## src/rtl/vga_game_scanner_pkg.sv

```systemverilog
// -----------------------------------------------------------------------------
// vga_game_scanner_pkg
// Shared constants and helpers for the VGA game scanner.
//   - Default 640x480@60 raster timing (pixel clocks / lines).
//   - cnt_width(): counter width for a modulus n, never narrower than 1 bit.
//   - raster_flags_t: per-clock flags that travel down the alignment delay line.
// -----------------------------------------------------------------------------
package vga_game_scanner_pkg;

  // Horizontal timing, in pixel clocks
  localparam int H_VISIBLE_DEF = 640;
  localparam int H_FRONT_DEF   = 16;
  localparam int H_SYNC_DEF    = 96;
  localparam int H_BACK_DEF    = 48;
  localparam int H_TOTAL_DEF   = H_VISIBLE_DEF + H_FRONT_DEF + H_SYNC_DEF + H_BACK_DEF;

  // Vertical timing, in lines
  localparam int V_VISIBLE_DEF = 480;
  localparam int V_FRONT_DEF   = 10;
  localparam int V_SYNC_DEF    = 2;
  localparam int V_BACK_DEF    = 33;
  localparam int V_TOTAL_DEF   = V_VISIBLE_DEF + V_FRONT_DEF + V_SYNC_DEF + V_BACK_DEF;

  // Width of a counter that must hold 0..n-1; a 1-bit floor keeps degenerate
  // moduli (SCALE=1, GAME_W=1) from producing zero-width vectors.
  function automatic int cnt_width(input int n);
    return (n > 1) ? $clog2(n) : 1;
  endfunction

  // Flags produced at the game-side register stage and re-timed to the pins.
  typedef struct packed {
    logic win;
    logic hs_act;
    logic vs_act;
  } raster_flags_t;

endpackage

```

## src/rtl/vga_game_scanner_delay_line.sv

```systemverilog
// -----------------------------------------------------------------------------
// vga_game_scanner_delay_line
// Fixed-depth shift register with asynchronous reset to a parameterised value.
// DEPTH=0 degenerates to a wire.
//   clk_i  in   pixel clock
//   rst_i  in   asynchronous active-high reset
//   d_i    in   WIDTH-bit data in
//   q_o    out  d_i delayed by DEPTH clocks
// -----------------------------------------------------------------------------
module vga_game_scanner_delay_line #(
  parameter int               WIDTH   = 1,
  parameter int               DEPTH   = 1,
  parameter logic [WIDTH-1:0] RST_VAL = '0
) (
  input  logic             clk_i,
  input  logic             rst_i,
  input  logic [WIDTH-1:0] d_i,
  output logic [WIDTH-1:0] q_o
);

  generate
    if (DEPTH == 0) begin : g_bypass
      assign q_o = d_i;
    end else begin : g_shift
      logic [WIDTH-1:0] stage_q [DEPTH];

      always_ff @(posedge clk_i or posedge rst_i) begin
        if (rst_i) begin
          for (int i = 0; i < DEPTH; i++) stage_q[i] <= RST_VAL;
        end else begin
          stage_q[0] <= d_i;
          for (int i = 1; i < DEPTH; i++) stage_q[i] <= stage_q[i-1];
        end
      end

      assign q_o = stage_q[DEPTH-1];
    end
  endgenerate

endmodule

```

## src/rtl/vga_game_scanner.sv

```systemverilog
// -----------------------------------------------------------------------------
// vga_game_scanner
// Producer side of the game pixel stream. Runs the VGA raster, maps a centred
// GAME_W x GAME_H window (each game pixel SCALE x SCALE physical pixels) onto
// game coordinates, and turns the game's colour back into blanked VGA pixels
// with matching sync.
// Ports
//   vga_pix_clk_i        in   pixel clock (only clock)
//   rst_i                in   asynchronous active-high reset
//   game_r/g/b_i         in   game colour, valid GAME_LATENCY clks after sx/sy
//   sx_o, sy_o           out  game column / row (0 outside the window)
//   game_pix_stb_o       out  first clk of each game pixel (first line only)
//   frame_stb_o          out  one clk at game pixel (0,0)
//   display_enabled_o    out  beam inside the game window
//   hsync_o, vsync_o     out  VGA sync, aligned with vga_r/g/b_o
//   vga_r/g/b_o          out  registered colour, 0 outside the window
// Pipeline: counters -> game-side register -> GAME_LATENCY delay line ->
// output register. The delay line is fed from the game-side register so that
// the window flag meets exactly the colour the game returns for that sx/sy.
// -----------------------------------------------------------------------------
module vga_game_scanner
  import vga_game_scanner_pkg::*;
#(
  parameter int H_VISIBLE    = H_VISIBLE_DEF,
  parameter int H_FRONT      = H_FRONT_DEF,
  parameter int H_SYNC       = H_SYNC_DEF,
  parameter int H_BACK       = H_BACK_DEF,
  parameter int V_VISIBLE    = V_VISIBLE_DEF,
  parameter int V_FRONT      = V_FRONT_DEF,
  parameter int V_SYNC       = V_SYNC_DEF,
  parameter int V_BACK       = V_BACK_DEF,
  parameter bit SYNC_NEG     = 1'b1,
  parameter int GAME_W       = 224,
  parameter int GAME_H       = 288,
  parameter int SCALE        = 1,
  parameter int H_OFFSET     = 208,
  parameter int V_OFFSET     = 96,
  parameter int GAME_LATENCY = 2,
  localparam int SX_W        = cnt_width(GAME_W),
  localparam int SY_W        = cnt_width(GAME_H)
) (
  input  logic            vga_pix_clk_i,
  input  logic            rst_i,
  input  logic [3:0]      game_r_i,
  input  logic [3:0]      game_g_i,
  input  logic [3:0]      game_b_i,
  output logic [SX_W-1:0] sx_o,
  output logic [SY_W-1:0] sy_o,
  output logic            game_pix_stb_o,
  output logic            frame_stb_o,
  output logic            display_enabled_o,
  output logic            hsync_o,
  output logic            vsync_o,
  output logic [3:0]      vga_r_o,
  output logic [3:0]      vga_g_o,
  output logic [3:0]      vga_b_o
);

  localparam int H_TOTAL = H_VISIBLE + H_FRONT + H_SYNC + H_BACK;
  localparam int V_TOTAL = V_VISIBLE + V_FRONT + V_SYNC + V_BACK;
  // +1 so that end-of-range bounds equal to the total still fit
  localparam int HC_W    = cnt_width(H_TOTAL + 1);
  localparam int VC_W    = cnt_width(V_TOTAL + 1);
  localparam int SUB_W   = cnt_width(SCALE);

  localparam logic [HC_W-1:0]  H_LAST_C   = HC_W'(H_TOTAL - 1);
  localparam logic [VC_W-1:0]  V_LAST_C   = VC_W'(V_TOTAL - 1);
  localparam logic [HC_W-1:0]  H_WIN_LO_C = HC_W'(H_OFFSET);
  localparam logic [HC_W-1:0]  H_WIN_HI_C = HC_W'(H_OFFSET + GAME_W * SCALE);
  localparam logic [VC_W-1:0]  V_WIN_LO_C = VC_W'(V_OFFSET);
  localparam logic [VC_W-1:0]  V_WIN_HI_C = VC_W'(V_OFFSET + GAME_H * SCALE);
  localparam logic [HC_W-1:0]  HS_LO_C    = HC_W'(H_VISIBLE + H_FRONT);
  localparam logic [HC_W-1:0]  HS_HI_C    = HC_W'(H_VISIBLE + H_FRONT + H_SYNC);
  localparam logic [VC_W-1:0]  VS_LO_C    = VC_W'(V_VISIBLE + V_FRONT);
  localparam logic [VC_W-1:0]  VS_HI_C    = VC_W'(V_VISIBLE + V_FRONT + V_SYNC);
  localparam logic [SUB_W-1:0] SUB_LAST_C = SUB_W'(SCALE - 1);
  localparam logic [SX_W-1:0]  GX_LAST_C  = SX_W'(GAME_W - 1);
  localparam logic [SY_W-1:0]  GY_LAST_C  = SY_W'(GAME_H - 1);

  generate
    if (SCALE < 1 || GAME_LATENCY < 0 || H_OFFSET < 0 || V_OFFSET < 0 ||
        H_OFFSET + GAME_W * SCALE > H_VISIBLE ||
        V_OFFSET + GAME_H * SCALE > V_VISIBLE) begin : g_bad_window
      $error("vga_game_scanner: game window does not fit inside the visible area");
    end
  endgenerate

  // ---------------------------------------------------------------------------
  // Raster and game-coordinate counters
  // ---------------------------------------------------------------------------
  logic [HC_W-1:0]  h_cnt_q, h_cnt_d;
  logic [VC_W-1:0]  v_cnt_q, v_cnt_d;
  logic [SUB_W-1:0] hsub_q, hsub_d, vsub_q, vsub_d;
  logic [SX_W-1:0]  gx_q, gx_d;
  logic [SY_W-1:0]  gy_q, gy_d;

  logic h_last, v_last, win_h, win_v, win, h_sub_wrap, v_sub_wrap;
  logic hs_act, vs_act;

  always_comb begin
    h_last     = (h_cnt_q == H_LAST_C);
    v_last     = (v_cnt_q == V_LAST_C);
    win_h      = (h_cnt_q >= H_WIN_LO_C) && (h_cnt_q < H_WIN_HI_C);
    win_v      = (v_cnt_q >= V_WIN_LO_C) && (v_cnt_q < V_WIN_HI_C);
    win        = win_h && win_v;
    h_sub_wrap = (hsub_q == SUB_LAST_C);
    v_sub_wrap = (vsub_q == SUB_LAST_C);
    hs_act     = (h_cnt_q >= HS_LO_C) && (h_cnt_q < HS_HI_C);
    vs_act     = (v_cnt_q >= VS_LO_C) && (v_cnt_q < VS_HI_C);

    h_cnt_d = h_last ? '0 : h_cnt_q + 1'b1;
    v_cnt_d = v_cnt_q;
    if (h_last) v_cnt_d = v_last ? '0 : v_cnt_q + 1'b1;

    // Sub-counters and game coords sit at 0 everywhere outside the window,
    // so they are already cleared when the beam reaches the window start.
    hsub_d = '0;
    gx_d   = '0;
    if (win_h) begin
      if (!h_sub_wrap) begin
        hsub_d = hsub_q + 1'b1;
        gx_d   = gx_q;
      end else if (gx_q != GX_LAST_C) begin
        gx_d   = gx_q + 1'b1;
      end
    end

    // Vertical sub-counter and row advance only at the end of a line.
    vsub_d = vsub_q;
    gy_d   = gy_q;
    if (h_last) begin
      vsub_d = '0;
      gy_d   = '0;
      if (win_v) begin
        if (!v_sub_wrap) begin
          vsub_d = vsub_q + 1'b1;
          gy_d   = gy_q;
        end else if (gy_q != GY_LAST_C) begin
          gy_d   = gy_q + 1'b1;
        end
      end
    end
  end

  always_ff @(posedge vga_pix_clk_i or posedge rst_i) begin
    if (rst_i) begin
      h_cnt_q <= '0;
      v_cnt_q <= '0;
      hsub_q  <= '0;
      vsub_q  <= '0;
      gx_q    <= '0;
      gy_q    <= '0;
    end else begin
      h_cnt_q <= h_cnt_d;
      v_cnt_q <= v_cnt_d;
      hsub_q  <= hsub_d;
      vsub_q  <= vsub_d;
      gx_q    <= gx_d;
      gy_q    <= gy_d;
    end
  end

  // ---------------------------------------------------------------------------
  // Game-side register stage (one clk after the counters)
  // ---------------------------------------------------------------------------
  logic [SX_W-1:0] sx_q;
  logic [SY_W-1:0] sy_q;
  logic            pix_stb_q, frame_stb_q, de_q, hs_act_q, vs_act_q;
  logic            first_sub;

  assign first_sub = (hsub_q == '0) && (vsub_q == '0);

  always_ff @(posedge vga_pix_clk_i or posedge rst_i) begin
    if (rst_i) begin
      sx_q        <= '0;
      sy_q        <= '0;
      pix_stb_q   <= 1'b0;
      frame_stb_q <= 1'b0;
      de_q        <= 1'b0;
      hs_act_q    <= 1'b0;
      vs_act_q    <= 1'b0;
    end else begin
      sx_q        <= win ? gx_q : '0;
      sy_q        <= win ? gy_q : '0;
      pix_stb_q   <= win && first_sub;
      frame_stb_q <= win && first_sub && (gx_q == '0) && (gy_q == '0);
      de_q        <= win;
      hs_act_q    <= hs_act;
      vs_act_q    <= vs_act;
    end
  end

  assign sx_o              = sx_q;
  assign sy_o              = sy_q;
  assign game_pix_stb_o    = pix_stb_q;
  assign frame_stb_o       = frame_stb_q;
  assign display_enabled_o = de_q;

  // ---------------------------------------------------------------------------
  // Re-time window and sync to the game's colour latency, then register pins
  // ---------------------------------------------------------------------------
  raster_flags_t flags_in, flags_dly;

  assign flags_in = '{win: de_q, hs_act: hs_act_q, vs_act: vs_act_q};

  vga_game_scanner_delay_line #(
    .WIDTH   ($bits(raster_flags_t)),
    .DEPTH   (GAME_LATENCY),
    .RST_VAL ('0)
  ) u_align (
    .clk_i (vga_pix_clk_i),
    .rst_i (rst_i),
    .d_i   (flags_in),
    .q_o   (flags_dly)
  );

  logic [3:0] vga_r_q, vga_g_q, vga_b_q;
  logic       hsync_q, vsync_q;

  always_ff @(posedge vga_pix_clk_i or posedge rst_i) begin
    if (rst_i) begin
      vga_r_q <= '0;
      vga_g_q <= '0;
      vga_b_q <= '0;
      hsync_q <= SYNC_NEG;  // inactive level
      vsync_q <= SYNC_NEG;
    end else begin
      vga_r_q <= flags_dly.win ? game_r_i : 4'h0;
      vga_g_q <= flags_dly.win ? game_g_i : 4'h0;
      vga_b_q <= flags_dly.win ? game_b_i : 4'h0;
      hsync_q <= flags_dly.hs_act ^ SYNC_NEG;
      vsync_q <= flags_dly.vs_act ^ SYNC_NEG;
    end
  end

  assign vga_r_o = vga_r_q;
  assign vga_g_o = vga_g_q;
  assign vga_b_o = vga_b_q;
  assign hsync_o = hsync_q;
  assign vsync_o = vsync_q;

endmodule

```

## config.mk

```make
export PLATFORM = sky130hd
export DESIGN_NAME = vga_game_scanner
export DESIGN_NICKNAME = d
export VERILOG_FILES = /design/src/rtl/vga_game_scanner_pkg.sv /design/src/rtl/vga_game_scanner_delay_line.sv /design/src/rtl/vga_game_scanner.sv
export SDC_FILE = /design/constraint.sdc
export NUM_CORES = 1
export LEC_CHECK = 0
export ABC_AREA = 0
export ABC_CLOCK_PERIOD_IN_PS = 2800
export CAP_MARGIN = 5
export CORE_MARGIN = 4
export CORE_UTILIZATION = 40
export CTS_CLUSTER_DIAMETER = 40
export DETAILED_ROUTE_END_ITERATION = 7
export PLACE_DENSITY_LB_ADDON = 0.15
export SYNTH_ARGS = -nofsm -noshare
export SYNTH_HDL_FRONTEND = slang
export SYNTH_SLANG_ARGS = --single-unit
```

## constraint.sdc

```tcl
create_clock -name vga_pix_clk_i -period 2.8 [get_ports vga_pix_clk_i]
set_input_delay 0.42 -clock vga_pix_clk_i [delete_from_list [all_inputs] [get_ports vga_pix_clk_i]]
set_output_delay 0.42 -clock vga_pix_clk_i [all_outputs]
set_load 0.01 [all_outputs]
```

; After elaboration in Yosys (flattened, before gate mapping)
; Cells that the tools add are included.
[totals]
regBits = 81
output_inout_bits = 34
[classes]
n_addsub = 6
n_lt_le_gt_ge = 8
eq_ne = 6
muxes = 17
n_bitwise = 4
reduce_logical = 12
[ops]
columns = cell, n
row1 = 9-bit 2-to-1 mux, 4
row2 = 8-bit 2-to-1 mux, 4
row3 = 10-bit by 9-bit less-than comparator with 1-bit output (second input constant), 3
row4 = 10-bit by 1-bit adder with 10-bit output (second input constant), 2
row5 = 10-bit == test (second input constant), 2
row6 = 10-bit 2-to-1 mux, 2
row7 = 4-bit 2-to-1 mux, 3
row8 = 10-bit >= comparator (second input constant), 1
row9 = 10-bit by 7-bit >= comparator with 1-bit output (second input constant), 1
row10 = 10-bit by 8-bit >= comparator with 1-bit output (second input constant), 1
row11 = 10-bit by 9-bit >= comparator with 1-bit output (second input constant), 1
row12 = 10-bit less-than comparator (second input constant), 1
row13 = 9-bit by 1-bit adder with 9-bit output (second input constant), 1
row14 = 1-bit logical AND, 9
row15 = 9-bit zero test, 1
row16 = 9-bit inequality test (second input constant), 1
row17 = 8-bit by 1-bit adder with 8-bit output (second input constant), 1
row18 = 8-bit zero test, 1
row19 = 8-bit inequality test (second input constant), 1
row20 = 1-bit 2-to-1 mux, 4
row21 = 2-bit inequality test (second input constant), 2
row22 = 1-bit inverter, 4
row23 = 1-bit adder (second input constant), 2
row24 = 2-bit AND reduction, 1

; Depth between registers and ports, before layout
[depth]
word_depth = 6
depth_mapped = 7
depth_no_buf = 6

; Hierarchy
; A second synthesis with hierarchy kept.
[unflattened]
hier_cells = 293
area_unflattened_um2 = 3325.7
[by_module_without_submodules]
columns = module, n_inst, cells_per_inst, area_per_inst_um2
row1 = vga_game_scanner, 1, 283, 3149.3
row2 = vga_game_scanner_delay_line, 1, 10, 176.4

; Worst setup path after synthesis
; OpenSTA, ideal clock, no wires.
[synth_timing]
kind = register to register
start = reg h_cnt_q[5]
end = reg gy_q[4]
setup_ns = 0.069
arrival_time_ns = 1.928
required_time_ns = 2.731
path_slack_ns = 0.803
stages_incl_launch_ff = 7
period_less_slack_ns = 1.997
path_cell_list = dfrtp_1 > buf_4 > or3b_4 > or3_1 > buf_2 > or4_1 > nand3_1
[synth_between]
elab_chain_cells = 2
[synth_lines]
columns = element, line
row1 = "start, declared", vga_game_scanner.sv:91  ; logic [HC_W-1:0] h_cnt_q, h_cnt_d;
row2 = "start signal, assigned", vga_game_scanner.sv:154  ; h_cnt_q <= h_cnt_d;
row3 = 10-bit == test, vga_game_scanner.sv:101  ; h_last = (h_cnt_q == H_LAST_C);
row4 = 2-bit AND reduction (no source line), -
row5 = "end signal, assigned", vga_game_scanner.sv:159  ; gy_q <= gy_d;
row6 = "end, declared", vga_game_scanner.sv:95  ; logic [SY_W-1:0] gy_q, gy_d;
; No other way between the ends.
; A chain may end at the register's enable or synchronous reset.

; Final worst setup path
; Same ends and word-level chain as after synthesis.

==> results_dict.tcl <==
set metrics [dict create \
    status "finished clean" \
    cts_setup_buffers 0 \
    synth_edf_count 0 \
    power_switching_share 0.186 \
    dieArea_mm2 0.00968 \
    tritoncts "done" \
    power.share.combinational 0.020 \
    cts.repair.resized 0 \
    mappedNetlistArea_mm2 0.00327 \
    placementRows 32 \
    internal_power_w 0.00176 \
    grt_pass1_wl_um 11000 \
    layout_setup_ws_ps 689 \
    critical_path_source_type "flip-flop" \
    cts.hold.buffers_added 0 \
    numCtsBuffers 9 \
    synth_top_cell_by_area "sky130_fd_sc_hd__dfrtp_1" \
    max-slew-margin-rel 0.523 \
    antenna_violations_before_repair 0 \
    dominantRegCellSynth "sky130_fd_sc_hd__dfrtp_1" \
    post_synth_num_cell_types 45 \
    sequential_cell_area_mm2 0.00195 \
    crit_fanout 11 \
    power.sequential.fraction 0.522 \
    finish.net_count 374 \
    timing_max_transition_violations_final 0 \
    top_routing_layer_in_use "met4" \
    final.setup_skew_ps 6.33 \
    final_layout_size_suffix_gt1_frac 0.0787 \
    synth-warning-count 0 \
    drt-pass1-iter-count 4 \
    fp.dieW_um 98.4 \
    drc_violation_count_after_routing 0 \
    fillerInstances 712 \
    clock-sinks 78 \
    global_placement_routability_congestion 0.843 \
    cp_data_arrival_time_ps 2390 \
    clock_power_share 0.458 \
    clock_transition_time_at_the_flip_flop_clock_pins_of_the_worst_setup_and_hold_paths_ps 70 \
    rsz0062_at_grt "false" \
    ios 48 \
    total_leakage_power_nw 1.78 \
    layout-area-overhead-vs-synth_pct 25.5 \
    postSynth.asyncResetShare 1.00 \
    ir_drop_mv 0.308 \
    route.final.wire_length_um 6310 \
    synth_largest_type_area_fraction 0.582 \
    post_synth.cell_area_avg_um2 10.9 \
    worst_pin_slew_ps 714 \
    crit_path_time_final_ps 2110 \
    switching_power_w 0.000400 \
    chipHeight_um 98.4 \
    cts_max_path_buffers 2 \
    clock_insertion_delay_worst_skew_ps 340 \
    final.hold.worst_slack_ps 349 \
    ys_seq_area_frac 0.598 \
    final.period_utilization 0.754 \
    core-area_mm2 0.00785 \
    yosys_register_bits 78 \
    grt_pass1_vias 2291 \
    worstPathRequired_ps 3080 \
    route.vias.total 2276 \
    detailroute.wirelength.met2_um 2790 \
    cell_chosen_for_the_clock_root "sky130_fd_sc_hd__clkbuf_8" \
    detailed_routing_wirelength_on_met1_um 3020 \
    tightest_hold_check_type "reg2reg" \
    grt_use_total 0.142 \
    fin_setup_tns_ps 0 \
    syn_inst 299 \
    synth_nets 321 \
    vias_per_cell 4.97 \
    max_freq_mhz 474 \
    antenna_cells 0 \
    maximum_number_of_pins_on_one_net_before_global_route_repair 49 \
    port_buffers 47 \
    worstSetupEndpointType "flip-flop" \
    total_power_per_unit_cell_area_mw_per_mm2 526 \
    hold_viol_final 0 \
    initial_utilization 0.416 \
    critPathKind "reg2reg" \
    dp.final_hpwl_um 4340 \
    wl_met3_um 365 \
    multi_input_comb_area_mm2 0.00120 \
    global_route.overflow_total 0 \
    postRouteAntennaNets 0 \
    post_synth_main_area_contributors "sky130_fd_sc_hd__dfrtp_1, sky130_fd_sc_hd__and2_1, sky130_fd_sc_hd__nand3_1" \
    finalPower_w 0.00216 \
    drv_cap 0 \
    post-place-ws_ps 705 \
    htree_num_levels 3 \
    drt-wirelength-per-cell_um 13.8 \
    setup_violations 0 \
    drt-initial-drc-count 147 \
]
## synthesized netlist by cell type (3+ instances only)
cell	number
sky130_fd_sc_hd__dfrtp_1	76
sky130_fd_sc_hd__and2_1	27
sky130_fd_sc_hd__nand2_1	23
sky130_fd_sc_hd__nand3_1	22
sky130_fd_sc_hd__nor2_1	20
sky130_fd_sc_hd__inv_1	17
sky130_fd_sc_hd__nand4_1	14
sky130_fd_sc_hd__nor3_1	14
sky130_fd_sc_hd__xor2_1	10
sky130_fd_sc_hd__o21ai_0	9
sky130_fd_sc_hd__ha_1	8
sky130_fd_sc_hd__clkbuf_1	6
sky130_fd_sc_hd__xnor2_1	6
sky130_fd_sc_hd__a31oi_1	3
sky130_fd_sc_hd__nor4_1	3
sky130_fd_sc_hd__o211ai_1	3
sky130_fd_sc_hd__or3_1	3
## sequential cells by signal, indices dropped and copies added, names as in the netlist
register / cells
vga_g_o: 4
vga_b_o: 4
frame_stb_o: 1
u_align.g_shift.stage_q: 3
sx_o: 8
h_cnt_q: 10
vga_r_o: 4
sy_o: 9
hsync_o: 1
vsync_o: 1
vs_act_q: 1
v_cnt_q: 10
hs_act_q: 1
display_enabled_o: 1
u_align.q_o: 3
gy_q: 9
gx_q: 8
## layer usage
layer	vias up	global-route usage
met5	-	0
met4	0	0.0756
met3	10	0.0357
met2	63	0.211
met1	1067	0.192
li1	1136	-
## through the flow
step / instances / util / instance area [um2]
detailed placement: 443 / 0.492 / 3860
global placement: 443 / 0.492 / 3860
CTS: 458 / 0.522 / 4100
global route: 458 / 0.522 / 4100
finish: 458 / 0.522 / 4100
floorplan: 299 / - / 3270
## placed cells by master, fill, tap and decap left out, types with 3 or more instances in the layout
cell                              instances
sky130_fd_sc_hd__nand3_1                 22
sky130_fd_sc_hd__ha_1                     8
sky130_fd_sc_hd__nand4_1                 14
sky130_fd_sc_hd__buf_4                    4
sky130_fd_sc_hd__or3_1                    3
sky130_fd_sc_hd__o21ai_0                  9
sky130_fd_sc_hd__inv_1                   16
sky130_fd_sc_hd__bufinv_16                3
sky130_fd_sc_hd__clkbuf_8                10
sky130_fd_sc_hd__o211ai_1                 3
sky130_fd_sc_hd__xor2_1                  10
sky130_fd_sc_hd__xnor2_1                  6
sky130_fd_sc_hd__nor3_1                  14
sky130_fd_sc_hd__dfrtp_1                 76
sky130_fd_sc_hd__nor4_1                   3
sky130_fd_sc_hd__a31oi_1                  3
sky130_fd_sc_hd__nand2_1                 23
sky130_fd_sc_hd__clkdlybuf4s50_1         47
sky130_fd_sc_hd__nor2_1                  20
sky130_fd_sc_hd__and2_1                  27
## power by group through the flow
| stage | Combinational (W) | Clock, W | Sequential [W] |
|---|---|---|---|
| 5_1_grt | 0.0000493 | 0.00107 | 0.00113 |
| 3_3_place_gp | 0.0000451 | 0 | 0.00115 |
| 3_5_place_dp | 0.0000442 | 0 | 0.00115 |
| 4_1_cts | 0.0000443 | 0.00102 | 0.00113 |
| 6_report | 0.0000421 | 0.000987 | 0.00113 |
| 2_1_floorplan | 0.0000164 | 0 | 0.00115 |
## cell type report
class	instances	area share
Clock buffer	11	0.0345
Clock inverter	4	0.0232
Inverter	17	0.0159
Multi-Input combinational cell	194	0.292
Sequential cell	78	0.477
Tap cell	102	0.0311
Timing Repair Buffer	52	0.127
## kinds of logic after synthesis
family,share of synthesized area
mux,0.00306
compound gates,0.0551
flops,0.598
buf+inv,0.0360
fa+ha+maj,0.0306
xor+xnor,0.0429
simple gates,0.234
## critical path: stages, from the launching register on
cell	delay [ps]
sky130_fd_sc_hd__dfrtp_1	490
sky130_fd_sc_hd__or3b_4	430
sky130_fd_sc_hd__or3_1	500
sky130_fd_sc_hd__or4_1	540
sky130_fd_sc_hd__nand3_1	90
## final timing paths
check	cells past startpoint	startpoint	slack (ps)	end
setup / recovery	4	h_cnt_q[5]$_DFF_PP0_	690	gy_q[4]$_DFFE_PP0N_
hold / removal	0	hs_act_q$_DFF_PP0_	350	u_align.g_shift.stage_q[4]$_DFF_PP0_
setup reg to reg	4	h_cnt_q[5]$_DFF_PP0_	690	gy_q[4]$_DFFE_PP0N_
hold reg to reg	0	hs_act_q$_DFF_PP0_	350	u_align.g_shift.stage_q[4]$_DFF_PP0_
max in group asynchronous	3	rst_i	1700	vsync_o$_DFF_PP1_
min in group asynchronous	2	rst_i	440	v_cnt_q[0]$_DFFE_PP0N_
Note: power is estimated with default switching activity, not from simulation.
